**config.mk**
```make
export PLATFORM = sky130hd
export DESIGN_NAME = prog_loader_flat
export DESIGN_NICKNAME = d
export VERILOG_FILES = /design/src/rtl/prog_loader_if.sv /design/src/rtl/prog_loader.sv /design/src/flat_wrapper.sv
export SDC_FILE = /design/constraint.sdc
export NUM_CORES = 1
export LEC_CHECK = 0
export CAP_MARGIN = 20
export CELL_PAD_IN_SITES_DETAIL_PLACEMENT = 0
export CELL_PAD_IN_SITES_GLOBAL_PLACEMENT = 1
export CORE_AREA = 2 2 119 121
export DETAILED_ROUTE_END_ITERATION = 10
export DIE_AREA = 0 0 121 123
export GPL_ROUTABILITY_DRIVEN = 1
export PLACE_DENSITY_LB_ADDON = 0.1
export SLEW_MARGIN = 40
export SYNTH_ARGS = -nofsm -noshare
export SYNTH_HDL_FRONTEND = slang
export SYNTH_SLANG_ARGS = --single-unit
export TNS_END_PERCENT = 20
```
**constraint.sdc**
```tcl
create_clock -name CLK -period 3.8 [get_ports CLK]
set_clock_uncertainty 0.2 [all_clocks]
set_input_delay 0.38 -clock CLK [delete_from_list [all_inputs] [get_ports CLK]]
set_output_delay 0.38 -clock CLK [all_outputs]
set_load 0.02 [all_outputs]
```
**src/rtl/prog_loader_if.sv**
```systemverilog
// Byte-stream input and word-write memory port of the program loader.
// master: the loader (consumes bytes, drives writes); slave: receiver/memory side.
interface prog_loader_if #(
    parameter int ADDR_WIDTH = 17,
    parameter int WORD_BYTES = 4
);
    logic [7:0]              rx_data;
    logic                    rx_valid;
    logic [ADDR_WIDTH-1:0]   mem_addr;
    logic [8*WORD_BYTES-1:0] mem_data;
    logic                    mem_we;

    modport master (
        input  rx_data, rx_valid,
        output mem_addr, mem_data, mem_we
    );

    modport slave (
        output rx_data, rx_valid,
        input  mem_addr, mem_data, mem_we
    );
endinterface

```
**src/rtl/prog_loader.sv**
```systemverilog
// UART-fed loader: 4-byte word-count header, then payload assembled into words and written out.
// Optional trailing XOR checksum byte when PROG_LOADER_CHECKSUM_EN is defined.
module prog_loader #(
    parameter int ADDR_WIDTH = 17,
    parameter int WORD_BYTES = 4,
    parameter bit BIG_ENDIAN = 1'b0
) (
    input  logic                CLK,
    input  logic                RST_N,
    input  logic                start,
    prog_loader_if.master       bus,
    output logic                busy,
    output logic                done,
    output logic                error,
    output logic [ADDR_WIDTH:0] word_count
);
    localparam int WORD_W = 8 * WORD_BYTES;
    localparam int LANE_W = (WORD_BYTES > 1) ? $clog2(WORD_BYTES) : 1;
    localparam logic [LANE_W-1:0] LAST_LANE = LANE_W'(WORD_BYTES - 1);
    localparam logic [32:0] MAX_WORDS = 33'd1 << ADDR_WIDTH;

`ifdef PROG_LOADER_CHECKSUM_EN
    typedef enum logic [2:0] {IDLE, HEADER, PAYLOAD, CHECK, DONE} state_t;
`else
    typedef enum logic [2:0] {IDLE, HEADER, PAYLOAD, DONE} state_t;
`endif

    state_t                 state_q, state_d;
    logic [1:0]             hdr_cnt_q, hdr_cnt_d;
    logic [31:0]            len_q, len_d;
    logic [LANE_W-1:0]      lane_q, lane_d;
    logic [WORD_W-1:0]      buf_q, buf_d;
    logic [ADDR_WIDTH-1:0]  addr_q, addr_d;
    logic [WORD_W-1:0]      data_q, data_d;
    logic                   we_q, we_d;
    logic                   busy_q, busy_d;
    logic                   done_q, done_d;
    logic                   error_q, error_d;
    logic [ADDR_WIDTH:0]    wc_q, wc_d;
`ifdef PROG_LOADER_CHECKSUM_EN
    logic [7:0]             sum_q, sum_d;
`endif

    logic [LANE_W-1:0]      lane_sel;
    logic [ADDR_WIDTH:0]    next_count;
    logic [31:0]            hdr_len;

    always_comb begin
        state_d    = state_q;
        hdr_cnt_d  = hdr_cnt_q;
        len_d      = len_q;
        lane_d     = lane_q;
        buf_d      = buf_q;
        addr_d     = addr_q;
        data_d     = data_q;
        we_d       = 1'b0;
        busy_d     = busy_q;
        done_d     = done_q;
        error_d    = error_q;
        wc_d       = wc_q;
`ifdef PROG_LOADER_CHECKSUM_EN
        sum_d      = sum_q;
`endif
        lane_sel   = BIG_ENDIAN ? (LAST_LANE - lane_q) : lane_q;
        next_count = wc_q + 1'b1;
        hdr_len    = BIG_ENDIAN ? {len_q[23:0], bus.rx_data} : {bus.rx_data, len_q[31:8]};

        case (state_q)
            IDLE, DONE: begin
                // busy still high in DONE means the session just ended: publish done now
                if (busy_q) begin
                    done_d = 1'b1;
                    busy_d = 1'b0;
                end else if (start) begin
                    state_d   = HEADER;
                    busy_d    = 1'b1;
                    done_d    = 1'b0;
                    error_d   = 1'b0;
                    wc_d      = '0;
                    hdr_cnt_d = '0;
                    lane_d    = '0;
                    len_d     = '0;
`ifdef PROG_LOADER_CHECKSUM_EN
                    sum_d     = '0;
`endif
                end
            end
            HEADER: begin
                if (bus.rx_valid) begin
                    len_d     = hdr_len;
                    hdr_cnt_d = hdr_cnt_q + 2'd1;
                    if (hdr_cnt_q == 2'd3) begin
                        if (hdr_len == 32'd0) begin
                            state_d = DONE;
                        end else if ({1'b0, hdr_len} > MAX_WORDS) begin
                            state_d = DONE;
                            error_d = 1'b1;
                        end else begin
                            state_d = PAYLOAD;
                        end
                    end
                end
            end
            PAYLOAD: begin
                if (bus.rx_valid) begin
                    for (int k = 0; k < WORD_BYTES; k++) begin
                        if (LANE_W'(k) == lane_sel) buf_d[8*k +: 8] = bus.rx_data;
                    end
`ifdef PROG_LOADER_CHECKSUM_EN
                    sum_d = sum_q ^ bus.rx_data;
`endif
                    if (lane_q == LAST_LANE) begin
                        lane_d = '0;
                        data_d = buf_d;
                        addr_d = wc_q[ADDR_WIDTH-1:0];
                        we_d   = 1'b1;
                        wc_d   = next_count;
                        if (next_count == len_q[ADDR_WIDTH:0]) begin
`ifdef PROG_LOADER_CHECKSUM_EN
                            state_d = CHECK;
`else
                            state_d = DONE;
`endif
                        end
                    end else begin
                        lane_d = lane_q + 1'b1;
                    end
                end
            end
`ifdef PROG_LOADER_CHECKSUM_EN
            CHECK: begin
                if (bus.rx_valid) begin
                    error_d = (bus.rx_data != sum_q);
                    done_d  = 1'b1;
                    busy_d  = 1'b0;
                    state_d = DONE;
                end
            end
`endif
            default: state_d = IDLE;
        endcase
    end

    always_ff @(posedge CLK or negedge RST_N) begin
        if (!RST_N) begin
            state_q   <= IDLE;
            hdr_cnt_q <= '0;
            len_q     <= '0;
            lane_q    <= '0;
            buf_q     <= '0;
            addr_q    <= '0;
            data_q    <= '0;
            we_q      <= 1'b0;
            busy_q    <= 1'b0;
            done_q    <= 1'b0;
            error_q   <= 1'b0;
            wc_q      <= '0;
`ifdef PROG_LOADER_CHECKSUM_EN
            sum_q     <= '0;
`endif
        end else begin
            state_q   <= state_d;
            hdr_cnt_q <= hdr_cnt_d;
            len_q     <= len_d;
            lane_q    <= lane_d;
            buf_q     <= buf_d;
            addr_q    <= addr_d;
            data_q    <= data_d;
            we_q      <= we_d;
            busy_q    <= busy_d;
            done_q    <= done_d;
            error_q   <= error_d;
            wc_q      <= wc_d;
`ifdef PROG_LOADER_CHECKSUM_EN
            sum_q     <= sum_d;
`endif
        end
    end

    assign bus.mem_addr = addr_q;
    assign bus.mem_data = data_q;
    assign bus.mem_we   = we_q;
    assign busy         = busy_q;
    assign done         = done_q;
    assign error        = error_q;
    assign word_count   = wc_q;
endmodule

```
**src/flat_wrapper.sv**
```systemverilog
// flat-port wrapper written by rule: the top's interface ports become plain ports
module prog_loader_flat 
#(
    parameter int ADDR_WIDTH = 17,
    parameter int WORD_BYTES = 4,
    parameter bit BIG_ENDIAN = 1'b0
)
  (CLK, RST_N, start, busy, done, error, word_count, bus_rx_data, bus_rx_valid, bus_mem_addr, bus_mem_data, bus_mem_we);
  prog_loader_if #(.ADDR_WIDTH(ADDR_WIDTH), .WORD_BYTES(WORD_BYTES)) bus_i ();
  input  logic CLK;
  input  logic RST_N;
  input  logic start;
  output logic busy;
  output logic done;
  output logic error;
  output logic [ADDR_WIDTH:0] word_count;
  input wire logic [$bits(bus_i.rx_data)-1:0] bus_rx_data;
  input wire logic [$bits(bus_i.rx_valid)-1:0] bus_rx_valid;
  output wire logic [$bits(bus_i.mem_addr)-1:0] bus_mem_addr;
  output wire logic [$bits(bus_i.mem_data)-1:0] bus_mem_data;
  output wire logic [$bits(bus_i.mem_we)-1:0] bus_mem_we;
  assign bus_i.rx_data = bus_rx_data;
  assign bus_i.rx_valid = bus_rx_valid;
  assign bus_mem_addr = bus_i.mem_addr;
  assign bus_mem_data = bus_i.mem_data;
  assign bus_mem_we = bus_i.mem_we;
  prog_loader #(.ADDR_WIDTH(ADDR_WIDTH), .WORD_BYTES(WORD_BYTES), .BIG_ENDIAN(BIG_ENDIAN)) u_core (.CLK(CLK), .RST_N(RST_N), .start(start), .bus(bus_i), .busy(busy), .done(done), .error(error), .word_count(word_count));
endmodule
```
# Word-level counts from Yosys, hierarchy flattened
# Cells that the tools add are included.
totals:
  reg_bits: 142
  latch_bits: 0
  ramBits: 0
  rom_bits: 0
  input_bits: 12
  out_inout_bits: 71
  wordCells: 92
  mem_count: 0
classes:
  add_sub_neg: 3
  n_mul: 0
  n_div: 0
  magnitude_cmp: 1
  eq_ne: 18
  n_shift: 0
  n_mux: 43
  bitwise: 0
  reduce_logical: 15
op_table:
  columns: ["operator", "count"]
  rows:
  - ["$mux 32", 3]
  - ["$mux 18", 4]
  - ["$pmux 32 s2", 1]
  - ["$pmux 18 s2", 1]
  - ["$gt 32x18->1 const B", 1]
  - ["$logic_not 32->1", 1]
  - ["$mux 8", 4]
  - ["$mux 3", 8]
  - ["$add 18x1->18 const B", 1]
  - ["$eq 18x18->1", 1]
  - ["$reduce_and 7->1", 2]
  - ["$mux 1", 13]
  - ["$mux 2", 5]
  - ["$ne 2x2->1 const B", 5]
  - ["$pmux 3 s3", 1]
  - ["$ne 2x1->1 const B", 4]
  - ["$pmux 2 s2", 2]
  - ["$reduce_and 4->1", 2]
  - ["$eq 3x2->1 const B", 2]
  - ["$reduce_bool 2->1", 3]
  - ["$reduce_and 5->1", 1]
  - ["$add 2x1->2 const B", 2]
  - ["$eq 2x2->1 const A", 2]
  - ["$eq 2x2->1 const B", 2]
  - ["other kinds (8)", 9]

# Logic depth before layout (Yosys ltp)
# Gate-level depths: netlist (run 1).
depth:
  word_depth: 6
  ltp_mapped: 9
  mapped_depth_nobuf: 8

# Worst setup path before layout (run 1)
# Ideal clock, no wire load.
synth_path:
  path_type: "register -> register"
  startpoint: "register u_core.wc_q[0], in the netlist u_core.word_count[0]"
  endpoint: "register u_core.state_q[0]"
  arrival_ps: 2072
  required_ps: 3474
  setup_slack_ps: 1402
  path_stages_with_launch: 9
  n_path_buf: 0
  synth_period_minus_slack_ps: 2398
  cell_sequence: "dfrtp_1 > ha_1 > nand3_1 > nor4_2 > and2_1 > o21ai_0 > nand4_1 > o21ai_2 > o32a_1"
synth_via:
  elab_chain_len: 4
synth_lines:
  columns: ["item", "line_no", "source"]
  rows:
  - ["start, declared", "prog_loader.sv:39", "logic [ADDR_WIDTH:0] wc_q, wc_d;"]
  - ["start signal, assigned", "prog_loader.sv:173", "wc_q <= wc_d;"]
  - ["$add 18x1->18", "prog_loader.sv:65", "next_count = wc_q + 1'b1;"]
  - ["$eq 18x18->1", "prog_loader.sv:118", "if (next_count == len_q[ADDR_WIDTH:0]) begin"]
  - ["$ne 2x1->1 (no line)", null, null]
  - ["$reduce_and 7->1 (no line)", null, null]
  - ["end signal, assigned", "prog_loader.sv:162", "state_q <= state_d;"]
  - ["end, declared", "prog_loader.sv:28", "state_t state_q, state_d;"]
# Every way passes these cells.
# A chain may end at the register's enable or synchronous reset.

# Worst setup path after layout (run 1)
layout_path:
  startpoint: "register u_core.state_q[0]"
  endpoint: "register u_core.wc_q[4], in the netlist u_core.word_count[4]"
layout_via:
  elab_chain_len: 4
  word_cells_on_any_way: 11
  cone_classes: "eq/ne (6); mux (1); reduce/logical (4)"
layout_lines:
  columns: ["item", "line_no", "source"]
  rows:
  - ["$eq 3x2->1 or $logic_not 3->1 (tied branches)", "prog_loader.sv:68", "case (state_q)"]
  - ["$reduce_or 2->1", "prog_loader.sv:68", null]
  - ["$ne 2x2->1 (no line) or $reduce_bool 2->1 (tied branches)", null, null]
  - ["$reduce_and 5->1 (no line)", null, null]
# Parallel ways exist; a longest one is shown, timed or not.

==> results of run 1 <==
-- power groups by stage --
stage | registers [W] | clock network, W | logic (W)
final | 0.00205 | 0.00162 | 0.00185
after global routing | 0.00210 | 0.00171 | 0.00203
after CTS | 0.00205 | 0.00165 | 0.00187
after detailed placement | 0.00207 | 0 | 0.00186
after global placement | 0.00205 | 0 | 0.00183
after floorplan | 0.00227 | 0 | 0.000921
-- layout by cell type, fill, tap and decap left out, types with 3 or more instances in the layout --
master / count
nand2_1: 123
nand4_1: 9
mux2_2: 26
nor2_1: 19
and2_1: 4
clkbuf_16: 17
a22o_1: 37
o31ai_1: 7
a21oi_1: 6
xnor2_1: 20
xor2_1: 9
inv_1: 6
nor2b_1: 3
ha_1: 8
dfrtp_1: 133
mux2i_1: 26
clkbuf_8: 4
or3_1: 3
buf_4: 5
nand3_1: 11
nor4_1: 8
clkdlybuf4s50_1: 81
o21ai_0: 53
clkinv_2: 5
-- sequential cells by signal, indices dropped and copies added (netlist names) --
register / count
u_core.word_count: 18
u_core.lane_q: 2
u_core.bus.mem_data: 32
u_core.error: 1
u_core.bus.mem_we: 1
u_core.buf_q: 24
u_core.bus.mem_addr: 17
u_core.len_q: 32
u_core.state_q: 2
u_core.busy: 1
u_core.hdr_cnt_q: 2
u_core.done: 1
-- critical path: stages (launching register included) --
cell and delay [ns]:
dfrtp_1 0.40, inv_1 0.06, ha_1 0.39, nand3_2 0.14, inv_2 0.42, nand2_1 0.59
or3_1 0.51, o21ai_0 0.07
-- metal layers --
| layer | part of all wire | vias to the layer above | wire, um | track usage |
|---|---|---|---|---|
| met5 | 0 | - | 0 | 0 |
| met4 | 0.022 | 0 | 303 | 0.0858 |
| met3 | 0.035 | 25 | 496 | 0.0420 |
| met2 | 0.50 | 97 | 7080 | 0.340 |
| met1 | 0.44 | 2230 | 6170 | 0.256 |
| li1 | - | 2178 | - | - |
-- timing repair --
action                                  4_1_cts  5_1_grt
endpoints found under the hold margin        58        0
endpoints found under the setup margin        0        0
hold buffers                                  1        0
setup buffers                                 0        0
-- final timing paths --
| path | end | slack (ns) | depth (start not counted) |
|---|---|---|---|
| setup / recovery | u_core.word_count[4]$_DFFE_PN0P_ | 0.94 | 7 |
| hold / removal | u_core.bus.mem_addr[7]$_DFFE_PN0P_ | 0.27 | 2 |
| setup reg to reg | u_core.word_count[4]$_DFFE_PN0P_ | 0.94 | 7 |
| hold reg to reg | u_core.bus.mem_addr[7]$_DFFE_PN0P_ | 0.27 | 2 |
| max in group asynchronous | u_core.len_q[2]$_DFFE_PN0P_ | 2.31 | 3 |
| min in group asynchronous | u_core.bus.mem_addr[2]$_DFFE_PN0P_ | 0.30 | 2 |
-- kinds of logic (layout without fill, tap and decap cells) --
logic type      Yosys count  after routing  share of synthesized area
simple gates            195            195                      0.148
mux                      52             52                     0.0905
compound gates          116            116                      0.127
buf+inv                  50            128                     0.0323
fa+ha+maj                 8              8                     0.0164
flops                   133            133                      0.544
xor+xnor                 29             29                     0.0415
-- through the flow --
stage | std cells | utilization | hold slack [ns] | worst slack (ns) | area [um2]
3_5_place_dp | 808 | 0.518 | 0.263 | 0.654 | 7050
4_1_cts | 841 | 0.562 | 0.276 | 0.883 | 7650
3_3_place_gp | 808 | 0.518 | 0.258 | 0.730 | 7050
2_1_floorplan | 583 | - | -0.116 | 1.40 | 6110
6_report | 841 | 0.562 | 0.270 | 0.935 | 7650
5_1_grt | 841 | 0.562 | 0.290 | 0.635 | 7650
-- cell type report --
class / instances / area, um2 / share of cell area
Tap cell: 180 / 225 / 0.0294
Clock buffer: 23 / 488 / 0.0638
Timing Repair Buffer: 89 / 890 / 0.116
Sequential cell: 133 / 3330 / 0.435
Inverter: 7 / 26.3 / 0.00343
Clock inverter: 9 / 100 / 0.0131
Multi-Input combinational cell: 400 / 2590 / 0.339
==> impl_results.md, run 1 <==
* Slew headroom at 0.507
* Yosys top cell area share at 0.544
* Sequential area share after synthesis at 0.544
* Final total negative setup slack at 0 ns
* Fmax at 349 MHz
* Startpoint of the worst hold path: u_core.bus.mem_addr[7]$_DFFE_PN0P_
* Hpwl dp at 9.20 mm
* #FFs+latches synth at 133
* Via Count at 4,530
* Maximum capacitance violations at 0
* Worst setup path startpoint: u_core.state_q[0]$_DFFE_PN0P_
* Final period util at 0.754
* Initial drt markers at 266
* # fillers at 1,188
* Layout Area Growth over Synthesis at 25.1%
* CP required at 3.94 ns
* Root Driver: clkbuf_16
* Final WL at 14.0 mm
* Clock latency on the worst-skew pair at 0.42 ns
* Outcome: finished clean
* H-tree depth at 4
* CP Launch Type: register
* Unrepaired setup endpoints after global routing: false
* Max VDD drop at 0.512 mV
* DR DRC count at 0
* CP endpoint kind: register
* Clock-pin transition on the worst setup and hold timing paths at 0.05 ns
* Worst-margin pin slew at 0.738 ns
* Final #Nets at 668
* Synth Instances at 583
* Ratio of cells with drive above 1 in the final layout at 0.112
* Die width at 121 um
* Avg Synthesized Cell Area at 10.5 um2
* Global-route usage over all layers at 0.203
* Clk buf depth at 2
* Crit-path max FO at 28
* WL/cell at 16.7 um
* Yosys warns at 0
* Final hold violations at 0
* Starting Density at 0.449
* Ys async rst share at 1.00
* Final estimated routing congestion in global placement at 0.800
* CTS Buf Count at 17
* Post-synth EDFFs at 0
* Leading cell types by count after synthesis: 133 x dfrtp_1, 123 x nand2_1, 53 x o21ai_0
* Synth area leaders: dfrtp_1 54%, nand2_1 7.6%, a22o_1 5.3%, mux2_2 4.8%, o21ai_0 4.3%
* Vias/cell at 5.39
* I/O Buffers at 82
* Gr ovfl total at 0
* Most common flop cell mapped by yosys: dfrtp_1
* Synth area leader: dfrtp_1
* CTS Sinks at 133
* First-pass GRT wire length at 23.3 mm
* Post-CTS sizing at 0
* Die ar. at 14,900 um2
* Internal at 0.00368 W
* # rows at 43
* Core footprint at 13,600 um2
* Design Power at 0.00551 W
* Io pins at 83
* Antenna cells at 0
* Largest net degree at the start of global routing at 76
* Min Tclk post-route at 2.86 ns
* DRT Pass-1 Iters at 4
* Pwr dens at 720 nW/um2
* Post-synth net total at 603
* Standby leakage power at 3.50 nW
* CTS tree: done
* Final setup vio count at 0
* CP arrival at 3.00 ns
* Sw power at 0.00182 W
* Vias in the first global route at 4,454
* DRT antenna net count at 0
* Count leader, synth: dfrtp_1
* Switching Fraction at 0.331
* Die Y at 123 um
* HP Class: reg2reg
* Synthesized area at 6110 um2
* Part of the power in registers at 0.371
* Combinational Power Share at 0.335
* Distinct cells, synth at 45
* Clock Power Share at 0.293
* Setup CP Type: reg2reg
* Pins Over Slew Limit at 0
* Initial antenna violation count at 0
* RR Startpoint: u_core.state_q[0]$_DFFE_PN0P_
Power figures use the tool's default switching activity.
==> inputs of run 2 (changes only) <==
--- a/config.mk
+++ b/config.mk
@@ -8,9 +8,9 @@
 export CAP_MARGIN = 20
 export CELL_PAD_IN_SITES_DETAIL_PLACEMENT = 0
 export CELL_PAD_IN_SITES_GLOBAL_PLACEMENT = 1
-export CORE_AREA = 2 2 119 121
+export CORE_AREA = 2 2 123 125
 export DETAILED_ROUTE_END_ITERATION = 10
-export DIE_AREA = 0 0 121 123
+export DIE_AREA = 0 0 125 127
 export GPL_ROUTABILITY_DRIVEN = 1
 export PLACE_DENSITY_LB_ADDON = 0.1
 export SLEW_MARGIN = 40
==> constraint.sdc (replaced) <==
create_clock -name CLK -period 3 [get_ports CLK]
set_clock_uncertainty 0.2 [all_clocks]
set_input_delay 0.3 -clock CLK [delete_from_list [all_inputs] [get_ports CLK]]
set_output_delay 0.3 -clock CLK [all_outputs]
set_load 0.02 [all_outputs]
==> run 2 against run 1 <==
  * Critical path depth grew 1
  * Clock power grew 38%
  * Die area grew 6.7%
  * Utilization shrank 1.9 points
  * Non-clock buffer count grew 15
  * Via count grew 1.7%
  * Fmax grew 4.5%
  * Routed wire length grew 5.9%
  * Critical path type unchanged
==> impl_results.md, run 2 (synthesized netlist as in run 1, its figures left out) <==
* Outcome: finished clean (unchanged)
* Internal at 0.00480 W (was 0.00368 W)
* Starting Density at 0.424 (was 0.449)
* CP endpoint kind: register (unchanged)
* CP arrival at 2.85 ns (was 3.00 ns)
* Unrepaired setup endpoints after global routing: false (unchanged)
* Final estimated routing congestion in global placement at 0.836 (was 0.800)
* Die width at 125 um (was 121 um)
* # rows at 44 (was 43)
* Initial antenna violation count at 0 (unchanged)
* Hpwl dp at 10.1 mm (was 9.20 mm)
* Worst-margin pin slew at 0.693 ns (was 0.738 ns)
* Standby leakage power at 3.60 nW (was 3.50 nW)
* # fillers at 1,313 (was 1,188)
* Root Driver: clkbuf_16 (unchanged)
* Max VDD drop at 0.545 mV (was 0.512 mV)
* Clock-pin transition on the worst setup and hold timing paths at 0.06 ns (was 0.05 ns)
* CTS Buf Count at 17 (unchanged)
* DRT antenna net count at 0 (unchanged)
* Final WL at 14.9 mm (was 14.0 mm)
* FF-to-FF setup slack at 0.26 ns (was 0.94 ns)
* Fmax at 365 MHz (was 349 MHz)
* Ratio of cells with drive above 1 in the final layout at 0.136 (was 0.112)
* Crit-path max FO at 9 (was 28)
* Most common cell after layout, fill and taps aside: dfrtp_1 (unchanged)
* Post-CTS sizing at 0 (unchanged)
* CTS tree: done (unchanged)
* Final setup vio count at 0 (unchanged)
* Final period util at 0.913 (was 0.754)
* Pins Over Slew Limit at 0 (unchanged)
* Die Y at 127 um (was 123 um)
* Slew headroom at 0.538 (was 0.507)
* Hold_ws at 0.108 ns (was 0.270 ns)
* Via Count at 4,606 (was 4,530)
* Vias/cell at 5.36 (was 5.39)
* Commonest cells after routing, fill and taps aside: 133 x dfrtp_1, 123 x nand2_1, 81 x clkdlybuf4s50_1, 53 x o21ai_0, 37 x a22o_1 (unchanged)
* CP required at 3.11 ns (was 3.94 ns)
* Gr ovfl total at 0 (unchanged)
* R2R cell count at 8 (was 7)
* CTS Sinks at 133 (unchanged)
* Combinational Power Share at 0.329 (was 0.335)
* Switching Fraction at 0.333 (was 0.331)
* Io pins at 83 (unchanged)
* Final total negative setup slack at 0 ns (unchanged)
* Initial drt markers at 345 (was 266)
* Setup CP Type: reg2reg (unchanged)
* Clock Power Share at 0.309 (was 0.293)
* Design Power at 0.00719 W (was 0.00551 W)
* Antenna cells at 0 (unchanged)
* H-tree depth at 4 (unchanged)
* I/O Buffers at 82 (unchanged)
* DRT Pass-1 Iters at 4 (unchanged)
* Final #Nets at 683 (was 668)
* Maximum capacitance violations at 0 (unchanged)
* First-pass GRT wire length at 24.4 mm (was 23.3 mm)
* CP Launch Type: register (unchanged)
* DR DRC count at 0 (unchanged)
* Final hold violations at 0 (unchanged)
* Die ar. at 15,900 um2 (was 14,900 um2)
* Vias in the first global route at 4,618 (was 4,454)
* Part of the power in registers at 0.362 (was 0.371)
* Layout Area Growth over Synthesis at 28.0% (was 25.1%)
* RR Startpoint: u_core.word_count[0]$_DFFE_PN0P_ (was u_core.state_q[0]$_DFFE_PN0P_)
* Core footprint at 14,400 um2 (was 13,600 um2)
* Clk buf depth at 2 (unchanged)
* Pwr dens at 919 nW/um2 (was 720 nW/um2)
* Global-route usage over all layers at 0.195 (was 0.203)
* Sw power at 0.00240 W (was 0.00182 W)
* Min Tclk post-route at 2.74 ns (was 2.86 ns)
* WL/cell at 17.3 um (was 16.7 um)
* HP Class: in2async (was reg2reg)
* FF-to-FF End: u_core.state_q[0]$_DFFE_PN0P_ (was u_core.word_count[4]$_DFFE_PN0P_)
* Clock latency on the worst-skew pair at 0.43 ns (was 0.42 ns)
* Largest net degree at the start of global routing at 75 (was 76)
[run 2: cell count changes in the layout (fill, tap and decap cells not counted), sizes merged]
cell	before	now
bufinv	2	4
clkinvlp	2	3
buf	7	22
clkinv	5	6
clkbuf	23	19
[run 2: per-layer routing]
layer  vias up  wire (um)  global-route usage
met3        25        641              0.0444
li1       2193          -                   -
met2       111       6830               0.302
met5         -          0                   0
met4         0        333              0.0797
met1      2277       7060               0.269
[run 2: critical path: stages (launching register included)]
cell and delay (ns):
dfrtp_1 0.51, ha_1 0.32, nand3_1 0.25, nor4_2 0.52, and2_1 0.28, o21ai_0 0.12, nand4_1 0.16, o21ai_2 0.09
o32a_1 0.17
[run 2: power by group through the flow]
| stage | Sequential (W) | Clock, W | Combinational (W) |
|---|---|---|---|
| 5_1_grt | 0.00267 | 0.00234 | 0.00258 |
| 6_report | 0.00260 | 0.00223 | 0.00237 |
| 2_1_floorplan | 0.00287 | 0 | 0.00117 |
| 3_5_place_dp | 0.00262 | 0 | 0.00237 |
| 3_3_place_gp | 0.00260 | 0 | 0.00233 |
| 4_1_cts | 0.00260 | 0.00226 | 0.00239 |
[run 2: metrics by stage]
stage	cell area, um2	setup slack [ns]	std cells	utilization
2_1_floorplan	6110	0.602	583	-
3_3_place_gp	7180	0.376	827	0.498
3_5_place_dp	7180	0.282	827	0.498
4_1_cts	7830	0.255	860	0.543
5_1_grt	7830	0.0560	860	0.543
6_report	7830	0.260	860	0.543
[run 2: layout make-up]
type                    instances  area (um2)  area share
inverters                       7        26.3     0.00336
flip-flops and latches        133        3330       0.425
clock buffers                  19         453      0.0579
multi-input cells             400        2600       0.332
well taps                     184         230      0.0294
repair buffers                104        1010       0.129
clock inverters                13         180      0.0230
[run 2: worst max path at each step]
stage	startpoint	end	slack, ns	cells past startpoint
floorplan	u_core.word_count[0]$_DFFE_PN0P_	u_core.state_q[0]$_DFFE_PN0P_	0.60	8
global placement	u_core.word_count[1]$_DFFE_PN0P_	u_core.state_q[1]$_DFFE_PN0P_	0.38	8
detailed placement	u_core.word_count[0]$_DFFE_PN0P_	u_core.state_q[0]$_DFFE_PN0P_	0.28	8
CTS	u_core.word_count[0]$_DFFE_PN0P_	u_core.state_q[0]$_DFFE_PN0P_	0.26	8
global route	u_core.word_count[0]$_DFFE_PN0P_	u_core.state_q[0]$_DFFE_PN0P_	0.06	8
finish	u_core.word_count[0]$_DFFE_PN0P_	u_core.state_q[0]$_DFFE_PN0P_	0.26	8
[run 2: repair_timing]
| action | in CTS | in global routing |
|---|---|---|
| endpoints found under the setup margin | 0 | 0 |
| hold endpoints to repair | 101 | 0 |
| hold buffers | 1 | 0 |
| buffers inserted | 0 | 0 |
